===== src/rtl/isa_pkg.sv =====
// Instruction-set constants for the 8-bit core: opcodes, the canonical NOP and field positions.
// The scoreboard and the ID stage both use this package.
package isa_pkg;
    localparam logic [4:0] OP_ADD  = 5'b10000;
    localparam logic [4:0] OP_SUB  = 5'b10001;
    localparam logic [4:0] OP_AND  = 5'b10010;
    localparam logic [4:0] OP_OR   = 5'b10011;
    localparam logic [4:0] OP_EOR  = 5'b10110;
    localparam logic [4:0] OP_ADDI = 5'b01000;
    localparam logic [4:0] OP_SUBI = 5'b01001;
    localparam logic [4:0] OP_ANDI = 5'b01010;
    localparam logic [4:0] OP_ORI  = 5'b01011;
    localparam logic [4:0] OP_NOT  = 5'b11100;
    localparam logic [4:0] OP_SHL  = 5'b11101;
    localparam logic [4:0] OP_SHR  = 5'b11110;
    localparam logic [4:0] OP_STD  = 5'b01110;
    localparam logic [4:0] OP_LDI  = 5'b01100;
    localparam logic [4:0] OP_LDD  = 5'b01101;
    localparam logic [4:0] OP_NOP  = 5'b00101;

    localparam logic [15:0] NOP_INSTR = 16'h2800;

    localparam int OP_LSB = 11;
    localparam int RD_LSB = 8;
    localparam int RS_LSB = 5;
endpackage


===== src/rtl/instr_reg_usage.sv =====
// Combinational decode of which registers an instruction reads and writes.
// src1 is the rd field (also the STD source), src2 is the rs field.
module instr_reg_usage
    import isa_pkg::*;
#(
    parameter int REG_ADDR_W = 3
) (
    input  logic [15:0]           instr,
    output logic                  src1_en,
    output logic [REG_ADDR_W-1:0] src1,
    output logic                  src2_en,
    output logic [REG_ADDR_W-1:0] src2,
    output logic                  dst_en,
    output logic [REG_ADDR_W-1:0] dst,
    output logic                  is_load,
    output logic                  is_illegal
);
    logic [4:0] op;
    logic       unused_imm;

    assign op         = instr[OP_LSB +: 5];
    assign src1       = instr[RD_LSB +: REG_ADDR_W];
    assign src2       = instr[RS_LSB +: REG_ADDR_W];
    assign dst        = instr[RD_LSB +: REG_ADDR_W];
    assign unused_imm = ^instr[4:0];

    always_comb begin
        src1_en    = 1'b0;
        src2_en    = 1'b0;
        dst_en     = 1'b0;
        is_load    = 1'b0;
        is_illegal = 1'b0;
        case (op)
            OP_ADD, OP_SUB, OP_AND, OP_OR, OP_EOR: begin
                src1_en = 1'b1;
                src2_en = 1'b1;
                dst_en  = 1'b1;
            end
            OP_ADDI, OP_SUBI, OP_ANDI, OP_ORI, OP_NOT, OP_SHL, OP_SHR: begin
                src1_en = 1'b1;
                dst_en  = 1'b1;
            end
            OP_STD: src1_en = 1'b1;
            OP_LDI: dst_en = 1'b1;
            OP_LDD: begin
                dst_en  = 1'b1;
                is_load = 1'b1;
            end
            OP_NOP: ;
            default: is_illegal = 1'b1;
        endcase
    end
endmodule


===== src/rtl/hazard_scoreboard.sv =====
// Issue-stage scoreboard: per-register countdown of in-flight writes; stalls fetch and
// feeds a NOP to ID while an instruction would read or overtake a result not yet written back.
module hazard_scoreboard
    import isa_pkg::*;
#(
    parameter int REG_ADDR_W  = 3,
    parameter int WB_LATENCY  = 3,
    parameter int LOAD_EXTRA  = 1,
    parameter int ZERO_REG    = 0,
    parameter int STALL_CNT_W = 16
) (
    input  logic                   clk,
    input  logic                   rst,
    input  logic [15:0]            instr_in,
    input  logic                   instr_valid,
    output logic [15:0]            instr_out,
    output logic                   stall,
    output logic                   busy,
    output logic                   illegal,
    output logic [STALL_CNT_W-1:0] stall_count
);
    localparam int NREG  = 2 ** REG_ADDR_W;
    localparam int CNT_W = $clog2(WB_LATENCY + LOAD_EXTRA + 1);
    localparam logic [CNT_W-1:0] LAT_ALU = CNT_W'(WB_LATENCY);
    localparam logic [CNT_W-1:0] LAT_LDD = CNT_W'(WB_LATENCY + LOAD_EXTRA);

    logic [CNT_W-1:0]      cnt      [NREG];
    logic [CNT_W-1:0]      cnt_next [NREG];
    logic                  src1_en, src2_en, dst_en, is_load, is_illegal;
    logic [REG_ADDR_W-1:0] src1, src2, dst;
    logic [CNT_W-1:0]      lat;
    logic                  raw, waw, issue, any_busy;

    instr_reg_usage #(.REG_ADDR_W(REG_ADDR_W)) u_usage (
        .instr      (instr_in),
        .src1_en    (src1_en),
        .src1       (src1),
        .src2_en    (src2_en),
        .src2       (src2),
        .dst_en     (dst_en),
        .dst        (dst),
        .is_load    (is_load),
        .is_illegal (is_illegal)
    );

    // With ZERO_REG set, register 0 is hardwired and never participates in hazards.
    function automatic logic tracked(input logic [REG_ADDR_W-1:0] r);
        return !((ZERO_REG != 0) && (r == '0));
    endfunction

    assign lat   = is_load ? LAT_LDD : LAT_ALU;
    assign raw   = (src1_en && tracked(src1) && (cnt[src1] != '0)) ||
                   (src2_en && tracked(src2) && (cnt[src2] != '0));
    assign waw   = dst_en && tracked(dst) && (cnt[dst] > lat);
    assign stall = rst && instr_valid && (raw || waw);
    assign issue = instr_valid && !stall;

    always_comb begin
        any_busy = 1'b0;
        for (int i = 0; i < NREG; i++) begin
            cnt_next[i] = cnt[i];
            if (issue && dst_en && tracked(dst) && (dst == REG_ADDR_W'(i)))
                cnt_next[i] = lat;
            else if (cnt[i] != '0)
                cnt_next[i] = cnt[i] - 1'b1;
            any_busy = any_busy | (cnt_next[i] != '0);
        end
    end

    always_ff @(posedge clk or negedge rst) begin
        if (!rst) begin
            for (int i = 0; i < NREG; i++) cnt[i] <= '0;
            instr_out   <= NOP_INSTR;
            busy        <= 1'b0;
            illegal     <= 1'b0;
            stall_count <= '0;
        end else begin
            for (int i = 0; i < NREG; i++) cnt[i] <= cnt_next[i];
            instr_out <= issue ? instr_in : NOP_INSTR;
            busy      <= any_busy;
            illegal   <= issue && is_illegal;
            if (stall && (stall_count != '1))
                stall_count <= stall_count + 1'b1;
        end
    end
endmodule


===== config.mk =====
export PLATFORM = sky130hd
export DESIGN_NAME = hazard_scoreboard
export DESIGN_NICKNAME = d
export VERILOG_FILES = /design/src/rtl/isa_pkg.sv /design/src/rtl/instr_reg_usage.sv /design/src/rtl/hazard_scoreboard.sv
export SDC_FILE = /design/constraint.sdc
export NUM_CORES = 1
export LEC_CHECK = 0
export CAP_MARGIN = 20
export CELL_PAD_IN_SITES_DETAIL_PLACEMENT = 1
export CELL_PAD_IN_SITES_GLOBAL_PLACEMENT = 1
export CORE_MARGIN = 5
export CORE_UTILIZATION = 53
export DETAILED_ROUTE_END_ITERATION = 7
export DONT_BUFFER_PORTS = 1
export PLACE_DENSITY_LB_ADDON = 0.2
export SKIP_LAST_GASP = 1
export SLEW_MARGIN = 25
export SYNTH_ARGS = -nofsm -noshare
export SYNTH_HDL_FRONTEND = slang
export SYNTH_SLANG_ARGS = --single-unit

===== constraint.sdc =====
create_clock -name clk -period 6.4 [get_ports clk]
set_clock_uncertainty 0.15 [all_clocks]
set_input_delay 1.6 -clock clk [delete_from_list [all_inputs] [get_ports clk]]
set_output_delay 1.6 -clock clk [all_outputs]
set_load 0.01 [all_outputs]

# --- Yosys cells after proc, flatten, opt, wreduce, memory -nomap -nowiden ---
# Cells that the tools add are included.
op_classes:
  add_sub_neg: 9
  n_mul: 0
  div: 0
  order_cmp: 3
  n_eq_ne: 24
  n_shift: 0
  mux: 29
  bitwise_logic: 9
  n_reduce_logical: 43
op_table:
  columns: ["op", "n"]
  rows:
  - ["2-to-1 mux 3 bit", 21]
  - ["nonzero test 3 bit", 18]
  - ["== test 5 bit, second input constant", 8]
  - ["== test 5 x 4 -> 1 bit, second input constant", 7]
  - ["subtractor 3 x 1 -> 3 bit, second input constant", 8]
  - ["binary-select mux 3 bit (select 3 bit)", 2]
  - ["logical AND 1 bit", 17]
  - ["adder 16 x 1 -> 16 bit, second input constant", 1]
  - ["2-to-1 mux 16 bit", 1]
  - ["!= test 16 bit, second input constant", 1]
  - ["OR reduction 16 bit", 1]
  - ["OR reduction 14 bit", 1]
  - ["OR reduction 13 bit", 1]
  - ["== test 3 bit, second input constant", 4]
  - [">= comparator 4 bit, second input constant", 2]
  - ["inverter 3 -> 4 bit", 2]
  - ["OR 1 bit", 7]
  - ["== test 3 x 2 -> 1 bit, second input constant", 2]
  - ["== test 5 x 3 -> 1 bit, second input constant", 1]
  - ["2-to-1 mux 1 bit", 5]
  - ["OR reduction 5 bit", 1]
  - ["== test 3 x 1 -> 1 bit, second input constant", 1]
  - ["> comparator 3 bit", 1]
  - ["logical NOT 3 bit", 1]
  - ["other kinds (2)", 3]
word_totals:
  register_bits: 58
  latch_bits: 0
  ram_bits: 0
  romBits: 0
  in_bits: 19
  elab_cells: 129
  memories: 0

# --- Depth between registers and ports, before layout ---
# Gate-level depths: netlist of run 1.
logic_depth:
  word_depth: 22
  ltp_mapped: 15
  mapped_depth_nobuf: 12

# --- Cells and area by module ---
# Synthesis of run 1 repeated with hierarchy kept, for this count alone.
unflattened:
  cells_unflattened: 401
  area_unflattened_um2: 3856.2
by_module_without_submodules:
  columns: ["mod", "n_inst", "cells_each", "area_per_inst_um2", "seq_area_each_um2"]
  rows:
  - ["hazard_scoreboard", 1, 372, 3629.7, 1453.9]
  - ["instr_reg_usage", 1, 29, 226.5, 0.0]

# --- Least setup slack after synthesis of run 1 ---
# Ideal clock, no wire load.
synth_timing:
  kind: "input -> output"
  start: "input port instr_in[13]"
  end: "output port stall"
  t_arrival_ns: 3.551
  t_required_ns: 4.650
  path_slack_ns: 1.099
  stages: 12
  path_buffers: 2
  cell_sequence: "clkbuf_1 > and4bb_1 > and2_1 > buf_2 > inv_1 > ha_1 > nand2_1 > a21oi_1 > and4_1 > nor3_1 > a211o_1 > and2_1"
synth_via:
  elab_chain_cells: 7
  word_cells_on_any_way: 30
  classes_between: "1 x order compare; 15 x eq/ne; 5 x mux; 9 x reduce/logical"
synth_lines:
  columns: ["item", "line", "rtl"]
  rows:
  - ["start: declaration", "hazard_scoreboard.sv:14", "input logic [15:0] instr_in,"]
  - ["== test 5 x 4 -> 1 bit / == test 5 bit (equally long branches)", "instr_reg_usage.sv:33", "case (op)"]
  - ["2-to-1 mux 1 bit, or another cell as far along", "instr_reg_usage.sv:33", null]
  - ["2-to-1 mux 3 bit / 2-to-1 mux 1 bit (equally long branches)", "hazard_scoreboard.sv:51, instr_reg_usage.sv:33", null]
  - ["> comparator 3 bit, or another cell as far along", "hazard_scoreboard.sv:54", "assign waw = dst_en && tracked(dst) && (cnt[dst] > lat);"]
  - ["logical AND 1 bit / logical OR 1 bit (equally long branches)", "hazard_scoreboard.sv:54, hazard_scoreboard.sv:52", null]
  - ["logical OR 1 bit (*)", "hazard_scoreboard.sv:55", "assign stall = rst && instr_valid && (raw || waw);"]
  - ["logical AND 1 bit (*)", "hazard_scoreboard.sv:55", null]
  - ["end: declaration", "hazard_scoreboard.sv:17", "output logic stall,"]
# Every way passes the cells marked *; elsewhere a longest branch is shown, timed or not.

# --- Worst setup path after layout of run 1 ---
layout_timing:
  start: "input port instr_in[12]"
  end: "output port stall"
# The elaborated chain is that of the path after synthesis.

==> results.json, run 1 <==
{
  "run_status": "finished, final reports clean",
  "cpMostUsedCell": "and2_1",
  "yosys.area_share.xor_xnor_pct": 5.38,
  "initial_core_util_pct": 53.6,
  "worst_setup_path_start_kind": "input pin",
  "cp-startpoint": "instr_in[12]",
  "antenna_found_initial": 0,
  "worstHoldStart": "stall_count[8]",
  "final_common_cell": "dfrtp_1",
  "grt_pass1_vias": 2878,
  "leakage_nw": 1.83,
  "cts_setup_buffers": 0,
  "crit_path_cell_trace": "and4bb_1 -> and2_1 -> buf_4 -> inv_1 -> ha_1 -> nand2_1 -> a21oi_1 -> and4_1 -> nor3_1 -> a211o_1 -> and2_1",
  "fill_cells": 750,
  "core_sq_um": 6680,
  "critical_path_class": "in -> out",
  "worstMarginPinSlew_ns": 0.843,
  "r2r_start": "cnt[5]",
  "cp_slowest_cell": "ha_1",
  "path_clk_slew_ns": 0.07,
  "synth_edf_count": 0,
  "finalHoldViolations": 0,
  "ios": 54,
  "seq_area_frac_synth_pct": 40.6,
  "ys_warn_count": 0,
  "cts_tree": "built",
  "final.period_utilization_pct": 85.7,
  "mostFrequentLayoutCells": "dfrtp_1, inv_1, ha_1, mux2i_1, and2_1",
  "layout.nets": 401,
  "drv_cap": 0,
  "grt.overflow.total": 0,
  "syn_to_final_growth_pct": 6.95,
  "slew_viol_final": 0,
  "cp-end-kind": "output pin",
  "netlist_area_sq_um": 3580,
  "fmax_mhz": 182,
  "drc": 0,
  "rsz0062_at_grt": "false",
  "multiInputGateArea_sq_um": 1910,
  "rows": 30,
  "p_per_area_nw_per_um2": 378,
  "setup_tns_ns": 0,
  "synth_top_area_cell": "dfrtp_1",
  "synth_top_family_by_area": "simple AND/OR/NAND/NOR gates",
  "io_buffers": 0,
  "arrival_ns": 3.73,
  "ant_nets": 0,
  "hpwl_um": 6490,
  "place_congestion": 0.855,
  "synth_seq_cells": 58,
  "synth_top_area_share_pct": 39.1,
  "setup_violations": 0,
  "ir_drop_v": 0.000223,
  "dieHeight_um": 92.2,
  "wl_per_cell_um": 20.1,
  "muxShareOfSynthArea_pct": 11.8,
  "drt-initial-drc-count": 121,
  "die_w_um": 92.2,
  "ff_latch_area_sq_um": 1450,
  "grt.total_usage_pct": 22.7,
  "cpPeakStageDelay_ns": 0.36,
  "antenna_cells": 0,
  "cts.htree.levels": 3,
  "ctsResizeCount": 0,
  "path_max_fanout": 26,
  "synth_flop_cell": "dfrtp_1",
  "via_per_inst": 6.00,
  "synth-simple-area-share_pct": 18.6,
  "clockBufferDepth": 2,
  "cp_data_required_time_ns": 4.65,
  "synthAdderAreaFrac_pct": 9.43,
  "ys_types": 50,
  "dieArea_sq_um": 8510,
  "relSlewSlack_pct": 43.5,
  "numCtsBuffers": 9,
  "fin_crit_ns": 5.48,
  "cts_hold_buf": 0,
  "grt_max_degree": 61,
  "synth-compound-area-share_pct": 8.00,
  "synth_async_sr_flop_share_pct": 100,
  "cts-root-buf": "clkbuf_8",
  "clock_sinks": 58,
  "syn_area_per_cell_sq_um": 10.1,
  "drtPass1Iterations": 4,
  "grt_pass1_wl_um": 14800,
  "ys_top_cells_by_area": "dfrtp_1, ha_1, mux2i_1",
  "via_count": 2639,
  "final_util_pct": 57.4,
  "syn_nets": 402,
  "totalWireLength_um": 8860,
  "drive_above_1_share_pct": 9.72,
  "min_path_type": "reg -> reg",
  "synth_cells": 356,
  "clock_latency_ns": 0.35
}
## flip-flops by register name (all words and copies together) (netlist names)
signal,count
cnt,24
illegal,1
busy,1
instr_out,16
stall_count,16
## worst paths after layout
| kind | endpoint | slack (ns) | cells past startpoint |
|---|---|---|---|
| max | stall | 0.92 | 11 |
| min in group asynchronous | instr_out[6] | 0.79 | 0 |
| min reg2reg | stall_count[8] | 0.40 | 1 |
| min | stall_count[8] | 0.40 | 1 |
| max in group asynchronous | instr_out[11] | 5.13 | 0 |
| max reg2reg | cnt[20] | 2.47 | 12 |
## critical path, delay by kind of cell
family / cells / cell delay [ns]
buf+inv: 2 / 0.42
simple gates: 6 / 1.11
fa+ha+maj: 1 / 0.36
compound gates: 2 / 0.24
## stage by stage
stage / std cells / setup slack (ns) / hold WS [ns] / area [sq um] / power (W)
6_report: 440 / 0.916 / 0.396 / 3830 / 0.00145
5_1_grt: 440 / 0.717 / 0.441 / 3830 / 0.00157
2_1_floorplan: 356 / 1.10 / 0.365 / 3580 / 0.000949
3_3_place_gp: 424 / 0.991 / 0.388 / 3630 / 0.00106
4_1_cts: 440 / 0.909 / 0.406 / 3830 / 0.00146
3_5_place_dp: 424 / 0.920 / 0.392 / 3630 / 0.00110
## area by class of cell
class,count,share of cell area (%)
clock buffers,14,4.24
clock inverters,2,0.914
inverters,42,4.11
multi-input cells,242,49.8
flip-flops and latches,58,37.9
well taps,80,2.61
repair buffers,2,0.392
## routing by layer
metal / vias up / share of wire, % / GRT usage, %
met4: 0 / 2.6 / 10.3
met1: 1315 / 43 / 26.9
li1: 1236 / - / -
met3: 19 / 5.2 / 5.58
met2: 69 / 50 / 38.6
met5: - / 0 / 0
## where the power goes
part / total [W] / internal [W] / switching [W]
clock: 0.000347 / 0.000201 / 0.000146
sequential: 0.000543 / 0.000450 / 0.0000924
combinational: 0.000560 / 0.000241 / 0.000319
total: 0.00145 / 0.000892 / 0.000557
## cells by family (layout without fill, tap and decap cells)
logic type,Yosys count,after routing
and+or+nand+nor,113,113
DFF,58,58
buffers and inverters,56,60
AOI/OAI and AO/OA,43,43
muxes,37,37
adders and majority gates,27,27
xor gates and xnor gates,22,22
## synth_stat cells, types with 4 or more instances
library cell   n
dfrtp_1       56
inv_1         41
ha_1          27
mux2i_1       21
and2_1        20
nand2_1       17
xor2_1        17
nand3_1       12
o21ai_0       11
nor2_1        10
and3_1         9
a21oi_1        8
mux2_1         8
clkbuf_1       7
nor4_1         7
nor2b_1        6
nor3_1         6
a31oi_1        5
buf_2          5
mux2_2         5
nand4_1        5
xnor2_1        5
a41oi_1        4
nand2b_1       4
Note: power is estimated with default switching activity, not from simulation.
==> run 2: changes to the inputs <==
--- a/constraint.sdc
+++ b/constraint.sdc
@@ -4,2 +4,2 @@
 set_output_delay 1.6 -clock clk [all_outputs]
-set_load 0.01 [all_outputs]
+set_load 0.02 [all_outputs]
==> results.json, run 2 (same netlist as run 1, synthesis figures left out) <==
{
  "grt.overflow.total": 0,
  "wl_per_cell_um": 20.0,
  "drt-initial-drc-count": 79,
  "ctsResizeCount": 0,
  "totalWireLength_um": 8790,
  "run_status": "finished, final reports clean",
  "cts-root-buf": "clkbuf_8",
  "setup_violations": 0,
  "antenna_cells": 0,
  "pwr-share-clk_pct": 25.8,
  "final.period_utilization_pct": 87.6,
  "mostFrequentLayoutCells": "dfrtp_1, inv_1, ha_1, mux2i_1, and2_1",
  "dieHeight_um": 92.2,
  "largest_register_ffs": 24,
  "cp_top_family": "simple AND/OR/NAND/NOR gates",
  "p_int_w": 0.000921,
  "relSlewSlack_pct": 62.2,
  "ios": 54,
  "via_per_inst": 5.96,
  "cp_data_required_time_ns": 4.65,
  "fin_crit_ns": 5.60,
  "initial_core_util_pct": 53.6,
  "final_common_cell": "dfrtp_1",
  "grt_pass1_wl_um": 14400,
  "cp-end-kind": "output pin",
  "path_max_fanout": 26,
  "postLayoutCellArea_sq_um": 3860,
  "leakage_nw": 1.84,
  "grt_max_degree": 61,
  "crit_path_cell_trace": "and4bb_1 -> and2_1 -> buf_4 -> inv_1 -> ha_1 -> nand2_1 -> a21oi_1 -> and4_1 -> nor3_1 -> a211o_1 -> and2_1",
  "grt.total_usage_pct": 21.8,
  "ff_latch_area_sq_um": 1450,
  "fmax_mhz": 178,
  "multiInputGateArea_sq_um": 1910,
  "cpPeakStageDelay_ns": 0.36,
  "numCtsBuffers": 9,
  "critical_path_class": "in -> out",
  "io_buffers": 0,
  "worstMarginPinSlew_ns": 0.565,
  "whs_ns": 0.472,
  "ant_nets": 0,
  "cts_tree": "built",
  "syn_to_final_growth_pct": 7.79,
  "dieArea_sq_um": 8510,
  "rsz0062_at_grt": "false",
  "clock_latency_ns": 0.35,
  "pwr-share-comb_pct": 37.1,
  "worst_setup_path_start_kind": "input pin",
  "power_w": 0.00150,
  "p_per_area_nw_per_um2": 390,
  "drive_above_1_share_pct": 10.6,
  "hpwl_um": 6550,
  "path_clk_slew_ns": 0.07,
  "arrival_ns": 3.85,
  "antenna_found_initial": 0,
  "setup_tns_ns": 0,
  "path_buf_inv": 2,
  "cts_hold_buf": 0,
  "drc": 0,
  "grt_pass1_vias": 2852,
  "die_w_um": 92.2,
  "clock_sinks": 58,
  "ir_drop_v": 0.000240,
  "drtPass1Iterations": 4,
  "finalHoldViolations": 0,
  "cp_slowest_cell": "ha_1",
  "reg2reg_slack_ns": 2.43,
  "cts.htree.levels": 3,
  "p_sw_share_pct": 38.8,
  "clockBufferDepth": 2,
  "reg_top3": "cnt: 24 flops, instr_out: 16 flops, stall_count: 16 flops",
  "cts_setup_buffers": 0,
  "core_sq_um": 6680,
  "power.switching_w": 0.000583,
  "placed_cell_area_sq_um": 3630,
  "place_congestion": 0.797,
  "slew_viol_final": 0,
  "rows": 30,
  "layout.nets": 401,
  "fill_cells": 749,
  "final_util_pct": 57.8,
  "drv_cap": 0,
  "cpMostUsedCell": "and2_1",
  "min_path_type": "reg -> reg",
  "power.share.sequential_pct": 37.0,
  "max_flop_register": "cnt",
  "via_count": 2624
}
run 2: area by class of cell:
type | count | share of cell area (%)
timing repair buffer | 2 | 0.389
clock inverter | 6 | 2.33
sequential | 58 | 37.6
tap | 80 | 2.59
multi-input combinational | 242 | 49.4
inverter | 42 | 4.08
clock buffer | 10 | 3.56
run 2: worst paths after layout:
kind	startpoint	end	cells after the start
worst max-delay path	instr_in[12]	stall	11
worst min-delay path	stall_count[10]	stall_count[10]	1
worst max register to register	cnt[11]	cnt[20]	13
worst min register to register	stall_count[10]	stall_count[10]	1
max in group asynchronous	rst	instr_out[11]	0
min in group asynchronous	rst	illegal	0
run 2: power by group through the flow:
stage | Combinational [W] | Sequential, W | Clock, W
final | 0.000559 | 0.000557 | 0.000389
after CTS | 0.000563 | 0.000559 | 0.000394
after floorplan | 0.000427 | 0.000540 | 0
after global routing | 0.000625 | 0.000568 | 0.000421
after detailed placement | 0.000554 | 0.000566 | 0
after global placement | 0.000519 | 0.000562 | 0
run 2: per-layer routing:
layer / vias to the layer above / GRT usage, % / routed length, um
li1: 1236 / - / -
met1: 1296 / 25.3 / 3650
met2: 72 / 37.1 / 4430
met3: 20 / 7.05 / 483
met4: 0 / 8.91 / 225
met5: - / 0 / 0
run 2: through the flow:
stage                     instances  worst slack, ns
after floorplan                 356             1.05
after global placement          424            0.924
after detailed placement        424            0.848
after CTS                       440            0.775
after global routing            440            0.625
final                           440            0.795
==> run 3: changes to the inputs <==
CORE_UTILIZATION = 50   (was 53)
clock period = 5.7 ns   (was 6.4 ns; I/O delays follow)
==> results.json, run 3 (same netlist as run 1, synthesis figures left out) <==
{
  "antenna_cells": 0,
  "final.period_utilization_pct": 88.2,
  "cts_hold_buf": 0,
  "slew_viol_final": 0,
  "max_flop_register": "cnt",
  "layout.nets": 401,
  "finalHoldViolations": 0,
  "leakage_nw": 1.84,
  "largest_register_ffs": 24,
  "mostFrequentLayoutCells": "dfrtp_1, inv_1, ha_1, mux2i_1, and2_1",
  "place_congestion": 0.795,
  "pwr-share-comb_pct": 37.8,
  "drtPass1Iterations": 4,
  "hpwl_um": 6550,
  "grt_max_degree": 61,
  "totalWireLength_um": 8870,
  "final_common_cell": "dfrtp_1",
  "critical_path_class": "in -> out",
  "cp-end-kind": "output pin",
  "drc": 0,
  "power.switching_w": 0.000650,
  "worst_setup_path_start_kind": "input pin",
  "cp_data_required_time_ns": 4.12,
  "setup_violations": 0,
  "setup_tns_ns": 0,
  "drt-initial-drc-count": 160,
  "cts-root-buf": "clkbuf_8",
  "power.share.sequential_pct": 38.0,
  "fmax_mhz": 199,
  "die_w_um": 94.7,
  "fin_crit_ns": 5.03,
  "numCtsBuffers": 9,
  "worstMarginPinSlew_ns": 0.552,
  "p_sw_share_pct": 39.1,
  "grt_pass1_wl_um": 14900,
  "wl_per_cell_um": 19.5,
  "syn_to_final_growth_pct": 7.68,
  "postLayoutCellArea_sq_um": 3860,
  "ios": 54,
  "run_status": "finished, final reports clean",
  "antenna_found_initial": 0,
  "drive_above_1_share_pct": 10.0,
  "pwr-share-clk_pct": 24.2,
  "ant_nets": 0,
  "fill_cells": 771,
  "via_per_inst": 5.82,
  "grt.overflow.total": 0,
  "via_count": 2647,
  "cts_setup_buffers": 0,
  "p_int_w": 0.00101,
  "ir_drop_v": 0.000195,
  "ctsResizeCount": 0,
  "grt_pass1_vias": 2934,
  "arrival_ns": 3.45,
  "dieHeight_um": 94.7,
  "io_buffers": 0,
  "drv_cap": 0,
  "cts.htree.levels": 3,
  "dieArea_sq_um": 8960,
  "initial_core_util_pct": 52.2,
  "rsz0062_at_grt": "false",
  "min_path_type": "reg -> reg",
  "p_per_area_nw_per_um2": 431,
  "path_max_fanout": 13,
  "path_clk_slew_ns": 0.07,
  "core_sq_um": 6870,
  "clock_sinks": 58,
  "rows": 30,
  "relSlewSlack_pct": 63.0,
  "grt.total_usage_pct": 21.4,
  "placed_cell_area_sq_um": 3650,
  "cts_tree": "built",
  "clockBufferDepth": 2,
  "reg_top3": "cnt: 24 flops, instr_out: 16 flops, stall_count: 16 flops",
  "clock_latency_ns": 0.34
}
-- run 3: through the flow --
stage               total power (W)  std cells  setup WS (ns)  hold slack [ns]  util (%)
floorplan                   0.00109        356          0.704            0.393         -
global placement            0.00121        440          0.700            0.437      53.2
detailed placement          0.00126        440          0.657            0.458      53.2
CTS                         0.00167        455          0.661            0.471      56.2
global route                0.00178        455          0.513            0.505      56.2
finish                      0.00166        455          0.672            0.467      56.2
-- run 3: final cells by class --
class,count,area [sq um],area share (%)
repair buffers,2,15.0,0.389
inverters,42,158,4.09
multi-input cells,242,1910,49.4
flip-flops and latches,58,1450,37.7
clock inverters,2,35.0,0.908
well taps,96,120,3.11
clock buffers,13,169,4.38
-- run 3: critical path: stages --
cell     delay [ns]
mux4_2         0.46
mux2i_1        0.19
inv_1          0.06
ha_1           0.32
nand2_1        0.09
a21oi_1        0.04
and4_1         0.20
nor3_1         0.17
a211o_1        0.21
and2_1         0.29
-- run 3: path summary, 6_finish.rpt --
kind / slack, ns / depth (start not counted) / endpoint / start
max: 0.67 / 10 / stall / instr_in[8]
min: 0.47 / 2 / cnt[13] / cnt[13]
max reg2reg: 2.00 / 12 / cnt[20] / cnt[23]
min reg2reg: 0.47 / 2 / cnt[13] / cnt[13]
max in group asynchronous: 4.59 / 0 / instr_out[13] / rst
min in group asynchronous: 0.62 / 0 / cnt[14] / rst
-- run 3: per-layer routing --
layer	vias up	GRT usage (%)	part of all wire (%)
met3	15	4.46	5.4
met5	-	0	0
met2	72	35.3	49
met1	1338	27.6	44
met4	0	8.17	1.8
li1	1222	-	-
-- run 3: power groups by stage --
stage	combinational [W]	sequential (W)	clock, W
global placement	0.000578	0.000634	0
floorplan	0.000480	0.000606	0
detailed placement	0.000626	0.000639	0
global route	0.000711	0.000647	0.000426
CTS	0.000634	0.000633	0.000406
finish	0.000629	0.000632	0.000402
